## src/rtl/axi_read_pkg.sv

```systemverilog
// rtl/axi_read_pkg.sv - shared burst/state encodings and AXI3 limits for the read front end
package axi_read_pkg;

    localparam logic [1:0] BURST_FIXED = 2'b00;
    localparam logic [1:0] BURST_INCR  = 2'b01;
    localparam logic [1:0] BURST_WRAP  = 2'b10;

    localparam logic [1:0] ST_IDLE     = 2'd0;
    localparam logic [1:0] ST_CALC     = 2'd1;
    localparam logic [1:0] ST_ISSUE    = 2'd2;
    localparam logic [1:0] ST_WAIT_ACK = 2'd3;

    typedef enum logic [1:0] {
        IDLE     = ST_IDLE,
        CALC     = ST_CALC,
        ISSUE    = ST_ISSUE,
        WAIT_ACK = ST_WAIT_ACK
    } split_state_t;

    localparam int AXI3_MAX_BEATS = 16;
    localparam int BOUNDARY_4K    = 4096;

endpackage

```

## src/rtl/burst_chunk_calc.sv

```systemverilog
// rtl/burst_chunk_calc.sv - combinational beat count of the next burst: min(remaining, MaxBeats, beats to boundary)
module burst_chunk_calc
    import axi_read_pkg::*;
#(
    parameter int BusWidth      = 32,
    parameter int MaxBeats      = AXI3_MAX_BEATS,
    parameter int BoundaryBytes = BOUNDARY_4K,
    parameter int ChunkW        = $clog2(MaxBeats) + 1
) (
    input  logic [BusWidth-1:0] i_addr,
    input  logic [1:0]          i_size,
    input  logic [1:0]          i_burst,
    input  logic [15:0]         i_remaining,
    output logic [ChunkW-1:0]   o_chunk
);

    localparam int OffW = $clog2(BoundaryBytes);

    logic [OffW:0] w_offset;
    logic [OffW:0] w_room;
    logic [OffW:0] w_to_bound;
    logic [16:0]   w_min;
    logic          w_incr;

    // Anything that is not FIXED (including the WRAP/reserved codes) is split as INCR.
    assign w_incr     = (i_burst != BURST_FIXED);
    assign w_offset   = {1'b0, i_addr[OffW-1:0]};
    assign w_room     = (OffW+1)'(BoundaryBytes) - w_offset;
    assign w_to_bound = w_room >> i_size;

    always_comb begin
        w_min = 17'(MaxBeats);
        if ({1'b0, i_remaining} < w_min) begin
            w_min = {1'b0, i_remaining};
        end
        if (w_incr && (17'(w_to_bound) < w_min)) begin
            w_min = 17'(w_to_bound);
        end
    end

    assign o_chunk = w_min[ChunkW-1:0];

endmodule

```

## src/rtl/read_burst_splitter.sv

```systemverilog
// rtl/read_burst_splitter.sv - splits one device read command into AXI3 bursts and hands them to the read master
module read_burst_splitter
    import axi_read_pkg::*;
#(
    parameter int BusWidth      = 32,
    parameter int MaxBeats      = AXI3_MAX_BEATS,
    parameter int BoundaryBytes = BOUNDARY_4K
) (
    input  logic                devclock_in,
    input  logic                ARESETn,
    input  logic                cmd_valid,
    output logic                cmd_ready,
    input  logic [BusWidth-1:0] cmd_addr,
    input  logic [15:0]         cmd_beats,
    input  logic [1:0]          cmd_size,
    input  logic [1:0]          cmd_burst,
    input  logic [2:0]          cmd_prot,
    output logic                cmd_done,
    output logic [BusWidth-1:0] address_out,
    output logic                memoryRead_out,
    output logic [3:0]          len_out,
    output logic [1:0]          size_out,
    output logic [1:0]          burst_out,
    output logic [2:0]          prot_out,
    input  logic                burst_ack,
    output logic                busy,
    output logic [7:0]          bursts_issued
);

    localparam int ChunkW = $clog2(MaxBeats) + 1;

    split_state_t        r_state;
    logic [BusWidth-1:0] r_addr;
    logic [15:0]         r_remaining;
    logic [ChunkW-1:0]   r_chunk;
    logic [1:0]          r_size;
    logic [1:0]          r_burst;
    logic [2:0]          r_prot;
    logic [ChunkW-1:0]   w_chunk;
    logic [BusWidth-1:0] w_aligned;
    logic [BusWidth-1:0] w_step;

    burst_chunk_calc #(
        .BusWidth      (BusWidth),
        .MaxBeats      (MaxBeats),
        .BoundaryBytes (BoundaryBytes),
        .ChunkW        (ChunkW)
    ) u_chunk (
        .i_addr      (r_addr),
        .i_size      (r_size),
        .i_burst     (r_burst),
        .i_remaining (r_remaining),
        .o_chunk     (w_chunk)
    );

    assign w_aligned = cmd_addr & ~((BusWidth'(1) << cmd_size) - BusWidth'(1));
    assign w_step    = BusWidth'(r_chunk) << r_size;

    always_ff @(posedge devclock_in or negedge ARESETn) begin
        if (!ARESETn) begin
            r_state        <= IDLE;
            r_addr         <= '0;
            r_remaining    <= '0;
            r_chunk        <= '0;
            r_size         <= '0;
            r_burst        <= '0;
            r_prot         <= '0;
            cmd_ready      <= 1'b1;
            cmd_done       <= 1'b0;
            address_out    <= '0;
            memoryRead_out <= 1'b0;
            len_out        <= '0;
            size_out       <= '0;
            burst_out      <= '0;
            prot_out       <= '0;
            busy           <= 1'b0;
            bursts_issued  <= '0;
        end else begin
            cmd_done <= 1'b0;
            case (r_state)
                IDLE: begin
                    if (cmd_valid && cmd_ready) begin
                        r_addr      <= w_aligned;
                        r_remaining <= cmd_beats;
                        r_size      <= cmd_size;
                        r_burst     <= cmd_burst;
                        r_prot      <= cmd_prot;
                        if (cmd_beats == 16'd0) begin
                            cmd_done <= 1'b1;
                        end else begin
                            r_state   <= CALC;
                            cmd_ready <= 1'b0;
                            busy      <= 1'b1;
                        end
                    end
                end
                CALC: begin
                    r_chunk <= w_chunk;
                    r_state <= ISSUE;
                end
                ISSUE: begin
                    address_out    <= r_addr;
                    len_out        <= 4'(r_chunk - ChunkW'(1));
                    size_out       <= r_size;
                    burst_out      <= r_burst;
                    prot_out       <= r_prot;
                    memoryRead_out <= 1'b1;
                    r_state        <= WAIT_ACK;
                end
                WAIT_ACK: begin
                    if (burst_ack) begin
                        memoryRead_out <= 1'b0;
                        r_remaining    <= r_remaining - 16'(r_chunk);
                        bursts_issued  <= bursts_issued + 8'd1;
                        if (r_burst != BURST_FIXED) begin
                            r_addr <= r_addr + w_step;
                        end
                        // Going back through CALC keeps memoryRead_out low for a cycle between bursts.
                        if (r_remaining == 16'(r_chunk)) begin
                            cmd_done  <= 1'b1;
                            cmd_ready <= 1'b1;
                            busy      <= 1'b0;
                            r_state   <= IDLE;
                        end else begin
                            r_state <= CALC;
                        end
                    end
                end
                default: r_state <= IDLE;
            endcase
        end
    end

endmodule

```

## config.mk

```make
export PLATFORM = sky130hd
export DESIGN_NAME = read_burst_splitter
export DESIGN_NICKNAME = d
export VERILOG_FILES = /design/src/rtl/axi_read_pkg.sv /design/src/rtl/burst_chunk_calc.sv /design/src/rtl/read_burst_splitter.sv
export SDC_FILE = /design/constraint.sdc
export NUM_CORES = 1
export LEC_CHECK = 0
export BUFFER_PORTS_ARGS = -buffer_cell sky130_fd_sc_hd__buf_2
export CORE_MARGIN = 8
export CORE_UTILIZATION = 30
export DETAILED_ROUTE_END_ITERATION = 6
export SLEW_MARGIN = 20
export SYNTH_ARGS = -nofsm -noshare
export SYNTH_HDL_FRONTEND = slang
export SYNTH_SLANG_ARGS = --single-unit
```

## constraint.sdc

```tcl
create_clock -name devclock_in -period 6.3 [get_ports devclock_in]
set_clock_uncertainty 0.2 [all_clocks]
set_input_delay 0.945 -clock devclock_in [delete_from_list [all_inputs] [get_ports devclock_in]]
set_output_delay 0.945 -clock devclock_in [all_outputs]
set_load 0.005 [all_outputs]
```

==> results of run 1 <==
how the worst max path moves through the flow:
| stage | start | depth (start not counted) | end | slack [ns] |
|---|---|---|---|---|
| after floorplan | r_addr[1] | 15 | r_chunk[1] | 2.51 |
| after global placement | r_addr[1] | 14 | r_chunk[2] | 2.28 |
| after detailed placement | r_addr[1] | 14 | r_chunk[4] | 2.16 |
| after CTS | r_size[1] | 10 | r_addr[18] | 2.13 |
| after global routing | r_addr[1] | 16 | r_chunk[2] | 1.79 |
| final | r_addr[1] | 14 | r_chunk[3] | 2.12 |
power breakdown:
group / total, mW / internal, mW / leakage, nW / switching, mW
registers: 1.60 / 1.14 / 1.39 / 0.465
clock network: 1.01 / 0.660 / 0.291 / 0.351
logic: 2.78 / 1.22 / 2.13 / 1.56
total: 5.39 / 3.02 / 3.81 / 2.37
per-layer routing:
metal | vias to the layer above | routed length (µm)
met1 | 3135 | 9500
li1 | 3091 | -
met4 | 2 | 288
met5 | - | 13
met3 | 28 | 1050
met2 | 133 | 10300
placed cells by master (no fill, tap or decap), drive strengths merged, types with 16 or more instances in the layout:
master    n
a21oi    63
buf     120
clkbuf   23
dfrtp   116
ha       32
inv      25
mux2     52
mux2i    27
nand2    79
nand3    29
nand4    16
nor2     39
nor3     17
o21ai    37
o22ai    29
layout make-up:
cell class,count,area share
repair buffers,120,0.0710
well taps,324,0.0464
clock buffers,23,0.0558
multi-input cells,599,0.466
clock inverters,8,0.0140
inverters,25,0.0107
flip-flops and latches,117,0.335
diodes,2,0.000573
cells in the mapped netlist (4+ instances only):
cell type  number  area share
mux2_2         49       0.076
o21ai_0        21       0.014
nand3b_1        5      0.0052
or4_1           4      0.0041
a2bb2oi_1       8      0.0096
nand3_1        28       0.019
nor2_1         39       0.020
and2_1          8      0.0069
and3_1         14       0.012
a21oi_1        62       0.043
mux2i_1        27       0.037
ha_1           32       0.055
a31oi_1        10      0.0086
a21o_1          6      0.0062
o21a_1          8      0.0083
o22ai_1        29       0.025
nand2b_1        8      0.0069
nand2_1        79       0.041
nor2b_1        10      0.0086
nand4_1        16       0.014
a22oi_1         4      0.0041
nor4b_1         4      0.0048
nor3_1         16       0.011
clkbuf_1       42       0.022
xnor2_1        15       0.018
nor4_1         11      0.0095
a211oi_1        6      0.0062
or3_1           8      0.0069
o221ai_1        4      0.0048
dfrtp_1       116        0.40
inv_1          24       0.012
o21ai_1        16       0.011
flip-flops by register name, indices dropped and copies added (netlist names), 2 cells and up:
name,flops
r_size,2
burst_out,2
size_out,2
r_addr,32
r_state,2
prot_out,3
address_out,32
r_chunk,5
len_out,4
r_remaining,16
r_prot,3
r_burst,2
bursts_issued,8
logic make-up after synthesis:
| group | count (synthesis) |
|---|---|
| flip-flops | 117 |
| adder cells (fa/ha/maj) | 34 |
| buffers and inverters | 75 |
| XOR/XNOR | 16 |
| AND/OR/NAND/NOR | 259 |
| other | 1 |
| multiplexers | 79 |
| AO/OA/AOI/OAI | 203 |
==> impl_metrics.toml, run 1 <==
[global_route]
grt_max_degree = 74
grt_use_met1 = 0.181
overflow = 0
grt_usage = 0.145
use_met3 = 0.0386
grt_pass1_vias = 6322
busiest_layer = "met2"
grt_first_pass_wirelength_um = 33800
grt_antenna_before_repair = 2
grt_use_met2 = 0.239

[floorplanning]
die_h_um = 172
fp.coreArea_mm2 = 0.0240
ios = 114
die_w_um = 172
die-area_mm2 = 0.0294
start_util = 0.302
num_rows = 57

[flow_run]
maxCapViolCount = 0

[power]
power_density_mw_per_mm2 = 617
p_total_mw = 5.39
leakage_nw = 3.81
peakVddDrop_uv = 221

[synth]
muxShareOfSynthArea = 0.118
synth-simple-area-share = 0.181
synth_area_mm2 = 0.00726
synth-main-ff-cell = "dfrtp_1"
synth.avg_cell_area_um2 = 9.26
synth_top_family_by_area = "simple AND/OR/NAND/NOR gates"
synth_edf_count = 0
synth_compound_area_frac = 0.177
synth_xor_area_frac = 0.0193
synth_cell_types = 67
yosysSeqAreaShare = 0.403
synthArstFlopShare = 1.00
ys_ff_latch = 117
synthCells = 784
synthAdderAreaFrac = 0.0606
ys_warn_count = 0

[timing]
drv_slew = 0
max_slew_margin = 0.269
rsz0062_at_grt = "no"
tns_ns = 0
setup_viol = 0
post-route-period-util = 0.663
worst_slack_ns = 2.12
whs_ns = 0.275
hold_viol_final = 0
tightest_slew_ns = 1.10
fmax_mhz = 239
fin_crit_ns = 4.18

[worst_setup_path]
worstSetupEndpointType = "register"
worst-r2r-setup-slack_ns = 2.12
path_cells = "inv_1, ha_1, or3b_1, nor4_1, mux2_1, a221o_1, a21oi_1, ha_1, and4_1, a221o_1, a21oi_1, nand2_1, nand4_1, o221ai_1"
cp_max_fo = 8
critPathKind = "register to register"
critPathLaunchType = "register"
critPathMaxStageDelay_ns = 0.49
cp.arrival_ns = 4.26
cp_top_family = "simple AND/OR/NAND/NOR gates"
cp.required_ns = 6.38
timing.rr.end = "r_chunk[3]"
rr_startpoint = "r_addr[1]"
critPathBufInv = 1
r2r_cells = 14
critPathSlowestCell = "or3b_1"

[clock_tree]
cts_resized = 0
numCtsBuffers = 17
cts_tree = "yes"
cts_setup_buffers = 0
path_clk_slew_ns = 0.05
cts_hold_buf = 0
cts-htree-levels = 4
cts.sinks = 117
cts_root_buf = "clkbuf_16"
clockBufferDepth = 2
clk_latency_ns = 0.42

[drt]
wl_um = 21200
wl_per_cell_um = 17.4
drtIter0Drc = 385
via_count = 6389
drc_errors = 0
ant_nets = 0
via_per_inst = 5.25
firstDrtPassIters = 5

[finish]
syn_to_final_growth_pct = 20.3
stdcell_count = 1218
n_fill_cell = 2478
final_util = 0.364
fin_area_mm2 = 0.00874
multiInputGateArea_mm2 = 0.00408
nets = 973
regArea_mm2 = 0.00293
drive_above_1_share = 0.237

[min_path]
hold_end = "bursts_issued[7]"
hold_path.class = "register to register"
worst_hold_startpoint = "bursts_issued[7]"
hold_depth = 1

[placed_design]
placement.io_buffers = 113
place_hpwl_um = 14900
post_dp_cell_area_mm2 = 0.00812
dp_cells = 1185
pre_cts_ws_ns = 2.16
gp_congestion = 0.842

[run_status]
status = "complete, no violations"
Note: power is estimated with default switching activity, not from simulation.
==> run 2: changes to the inputs <==
clock period = 4 ns   (was 6.3 ns; I/O delays follow)
==> run 2 against run 1 <==
The run now ends with negative hold slack left. Fmax is 12% higher. Register-to-register slack got worse by 1.8 ns. Utilization increased by 0.53 points. Cell area up 1.5%. Critical path type unchanged.
==> impl_metrics.toml, run 2 (synthesis gave the netlist of run 1 again) <==
[worst_setup_path]
cp.required_ns = 4.07
cp.arrival_ns = 3.80
rr_startpoint = "r_addr[0]"
worstSetupEndpointType = "register"
r2r_cells = 14
cp_max_fo = 8
critPathLaunchType = "register"
worst-r2r-setup-slack_ns = 0.28
timing.rr.end = "r_chunk[3]"
critPathKind = "register to register"

[timing]
hold_viol_final = 3
post-route-period-util = 0.931
drv_slew = 0
tightest_slew_ns = 0.770
fmax_mhz = 269
fin_crit_ns = 3.72
tns_ns = 0
rsz0062_at_grt = "no"
max_slew_margin = 0.486
whs_ns = -0.000918
setup_viol = 0

[drt]
firstDrtPassIters = 5
wl_per_cell_um = 17.2
drtIter0Drc = 419
wl_um = 21400
ant_nets = 0
via_count = 6415
via_per_inst = 5.18
drc_errors = 0

[finish]
final_common_cell = "dfrtp_1"
syn_to_final_growth_pct = 22.1
final_cell_mix = "dfrtp_1, buf_2, nand2_1, a21oi_1, mux2_2"
drive_above_1_share = 0.258
nets = 994
reg.largest.list = "address_out (32), r_addr (32), r_remaining (16)"
final_util = 0.369
stdcell_count = 1239

[min_path]
hold_path.class = "input pin to asynchronous set/reset pin"

[run_status]
status = "finished, violations left"
violations = "negative hold slack"

[placed_design]
place_hpwl_um = 15600
gp_congestion = 0.856
dp_cells = 1206
placement.io_buffers = 113

[global_route]
grt_first_pass_wirelength_um = 34500
grt_usage = 0.149
grt_max_degree = 72
overflow = 0
grt_antenna_before_repair = 2
grt_pass1_vias = 6406

[floorplanning]
die_w_um = 172
die-area_mm2 = 0.0294
ios = 114
num_rows = 57
fp.coreArea_mm2 = 0.0240
die_h_um = 172
start_util = 0.302

[clock_tree]
clockBufferDepth = 2
path_clk_slew_ns = 0.06
numCtsBuffers = 17
cts.sinks = 117
cts_hold_buf = 0
clk_latency_ns = 0.43
cts_root_buf = "clkbuf_16"
cts-htree-levels = 4
cts_tree = "yes"

[power]
peakVddDrop_uv = 395
leakage_nw = 3.89
power_density_mw_per_mm2 = 960

[flow_run]
maxCapViolCount = 0
==> run 2: cell count changes in the layout (fill, tap and decap cells not counted), sizes merged <==
cell and change:
clkinvlp +3, diode -1, inv +3, bufinv -2
clkbuf -5, clkinv +2, buf +21
==> run 2: worst max path at each step <==
stage | from | endpoint | slack [ns] | cells past startpoint
floorplan | r_addr[1] | r_chunk[1] | 0.21 | 15
global placement | r_addr[1] | r_chunk[1] | 0.19 | 14
detailed placement | r_addr[1] | r_chunk[3] | 0.16 | 14
CTS | r_addr[1] | r_chunk[4] | 0.13 | 14
global route | r_addr[1] | r_chunk[4] | 0.03 | 15
finish | r_addr[0] | r_chunk[3] | 0.28 | 14
==> run 2: cell type report <==
cell class                      instances  area (µm²)
Fill cell                            2442       15200
Multi-Input combinational cell        599        4080
Sequential cell                       117        2930
Timing Repair Buffer                  141         791
Clock buffer                           18         439
Tap cell                              324         405
Clock inverter                         14         129
Inverter                               25        93.8
Antenna cell                            1        2.50
==> run 2: worst max-delay path, cell delays in order, from the launching register on <==
cell	delay, ns
dfrtp_1	0.39
inv_1	0.08
ha_1	0.20
or3b_1	0.40
nor4_1	0.21
mux2_1	0.35
a221o_1	0.32
a21oi_1	0.15
ha_1	0.26
and4_1	0.17
a221o_1	0.31
a21oi_2	0.19
nand2_2	0.13
nand4_1	0.11
o221ai_1	0.11
==> run 2: where the power goes <==
part / internal [mW] / switching [mW]
logic: 2.05 / 2.60
registers: 1.80 / 0.598
clock network: 0.873 / 0.594
total: 4.72 / 3.80
==> run 2: repair_timing <==
item | 4_1_cts | 5_1_grt
endpoints found under the setup margin | 0 | 4
gates resized for setup | 0 | 2
buffers inserted | 0 | 0
endpoints found under the hold margin | 0 | 0
==> run 2: per-layer routing <==
layer	up-vias	global-route usage	wire [µm]
met5	-	0	8
met4	2	0.0507	309
met3	19	0.0379	876
met2	121	0.244	10400
met1	3145	0.188	9760
li1	3128	-	-
==> run 2: stage by stage <==
| step | setup WS, ns | cell area (µm²) | hold WS [ns] | power (mW) |
|---|---|---|---|---|
| after global routing | 0.0347 | 8870 | 0.0410 | 9.31 |
| after global placement | 0.194 | 8290 | 0.257 | 6.99 |
| after detailed placement | 0.158 | 8290 | 0.260 | 7.07 |
| after CTS | 0.129 | 8860 | 0.0238 | 8.60 |
| final | 0.277 | 8870 | -0.000918 | 8.52 |
| after floorplan | 0.209 | 7290 | 0.104 | 5.57 |
==> run 3: changes to the inputs <==
clock period = 4.6 ns   (was 4 ns; I/O delays follow)
==> run 3 against run 2 <==
The run now ends clean. Utilization decreased by 0.44 points. Sequential share of layout area increased by 0.40 points. Total power decreased by 14%. Register-to-register slack improved by 0.19 ns. Hold slack improved by 0.21 ns. Combinational power decreased by 18%. Count of clock-buffer cells in the layout decreased by 1. Global-route usage decreased by 0.40 points. Wire length decreased by 2.4%. Final cell count decreased by 1.4%. Via count decreased by 3.2%. Critical path type unchanged.
==> impl_metrics.toml, run 3 (synthesis gave the netlist of run 1 again) <==
[worst_setup_path]
r2r_cells = 14
rr_startpoint = "r_addr[1]"
cp.required_ns = 4.68
critPathSlowestCell = "or3b_1"
critPathMaxStageDelay_ns = 0.48
critPathKind = "register to register"
worst-r2r-setup-slack_ns = 0.47
critPathLaunchType = "register"
worstSetupEndpointType = "register"
cp.arrival_ns = 4.21
path_cells = "inv_1, ha_1, or3b_1, nor4_1, mux2_1, a221o_1, a21oi_1, ha_1, and4_1, a221o_1, a21oi_1, nand2_1, nand4_1, o221ai_1"
cp_top_family = "simple AND/OR/NAND/NOR gates"
critPathBufInv = 1
timing.rr.end = "r_chunk[3]"
cp_max_fo = 8

[timing]
whs_ns = 0.211
hold_viol_final = 0
tightest_slew_ns = 0.942
fmax_mhz = 242
worst_slack_ns = 0.470
tns_ns = 0
fin_crit_ns = 4.13
drv_slew = 0
post-route-period-util = 0.898
setup_viol = 0
rsz0062_at_grt = "no"
max_slew_margin = 0.372

[placed_design]
gp_congestion = 0.817
post_dp_cell_area_mm2 = 0.00815
placement.io_buffers = 113
dp_cells = 1189
place_hpwl_um = 15100
pre_cts_ws_ns = 0.497

[min_path]
hold_path.class = "input pin to asynchronous set/reset pin"

[drt]
dr.max_layer_used = "met5"
met3WireLength_um = 960
drtIter0Drc = 444
dr_wl_met2_um = 10200
via_per_inst = 5.08
ant_nets = 0
wl_um = 20900
drc_errors = 0
via_count = 6211
firstDrtPassIters = 4
wl_per_cell_um = 17.1
m1WireLength_um = 9500

[global_route]
grt_max_degree = 73
grt_antenna_before_repair = 1
grt_first_pass_wirelength_um = 33600
grt_pass1_vias = 6270
grt_usage = 0.145
overflow = 0

[run_status]
status = "complete, no violations"

[clock_tree]
clk_latency_ns = 0.42
numCtsBuffers = 17
cts_setup_buffers = 0
cts_hold_buf = 0
cts_resized = 0
cts_root_buf = "clkbuf_16"
path_clk_slew_ns = 0.06
cts-htree-levels = 4
cts.sinks = 117
clockBufferDepth = 2
cts_tree = "yes"

[finish]
final_common_cell = "dfrtp_1"
drive_above_1_share = 0.242
fin_area_mm2 = 0.00876
syn_to_final_growth_pct = 20.6
stdcell_count = 1222
final_cell_mix = "dfrtp_1, buf_2, nand2_1, a21oi_1, mux2_2"
nets = 977
final_util = 0.365
reg.largest.list = "address_out (32), r_addr (32), r_remaining (16)"

[floorplanning]
fp.coreArea_mm2 = 0.0240
die-area_mm2 = 0.0294
die_h_um = 172
ios = 114
num_rows = 57
die_w_um = 172
start_util = 0.302

[power]
leakage_nw = 3.82
power_density_mw_per_mm2 = 838
p_total_mw = 7.34
peakVddDrop_uv = 277

[flow_run]
maxCapViolCount = 0
==> run 3: worst max path at each step <==
stage                          from    endpoint  slack, ns  depth (start not counted)
final                     r_addr[1]  r_chunk[3]       0.47                         14
after global routing      r_addr[1]  r_chunk[3]       0.14                         16
after CTS                 r_addr[1]  r_chunk[3]       0.47                         14
after detailed placement  r_addr[1]  r_chunk[3]       0.50                         14
after global placement    r_addr[1]  r_chunk[2]       0.57                         14
after floorplan           r_addr[1]  r_chunk[1]       0.81                         15
==> run 3: area by class of cell <==
cell class,count,area (µm²)
Timing Repair Buffer,124,651
Antenna cell,1,2.50
Multi-Input combinational cell,599,4070
Tap cell,324,405
Fill cell,2460,15300
Sequential cell,117,2930
Clock inverter,15,183
Clock buffer,17,425
Inverter,25,93.8
==> run 3: metal layers <==
metal	global-route usage	up-vias
li1	-	3080
met1	0.184	3010
met2	0.239	106
met3	0.0370	13
met4	0.0427	2
met5	0	-
==> run 3: power by group <==
| part | internal (mW) | total [mW] | switching (mW) |
|---|---|---|---|
| Combinational | 1.69 | 3.83 | 2.14 |
| Clock | 0.853 | 1.37 | 0.515 |
| Sequential | 1.56 | 2.15 | 0.587 |
| Total | 4.10 | 7.34 | 3.24 |
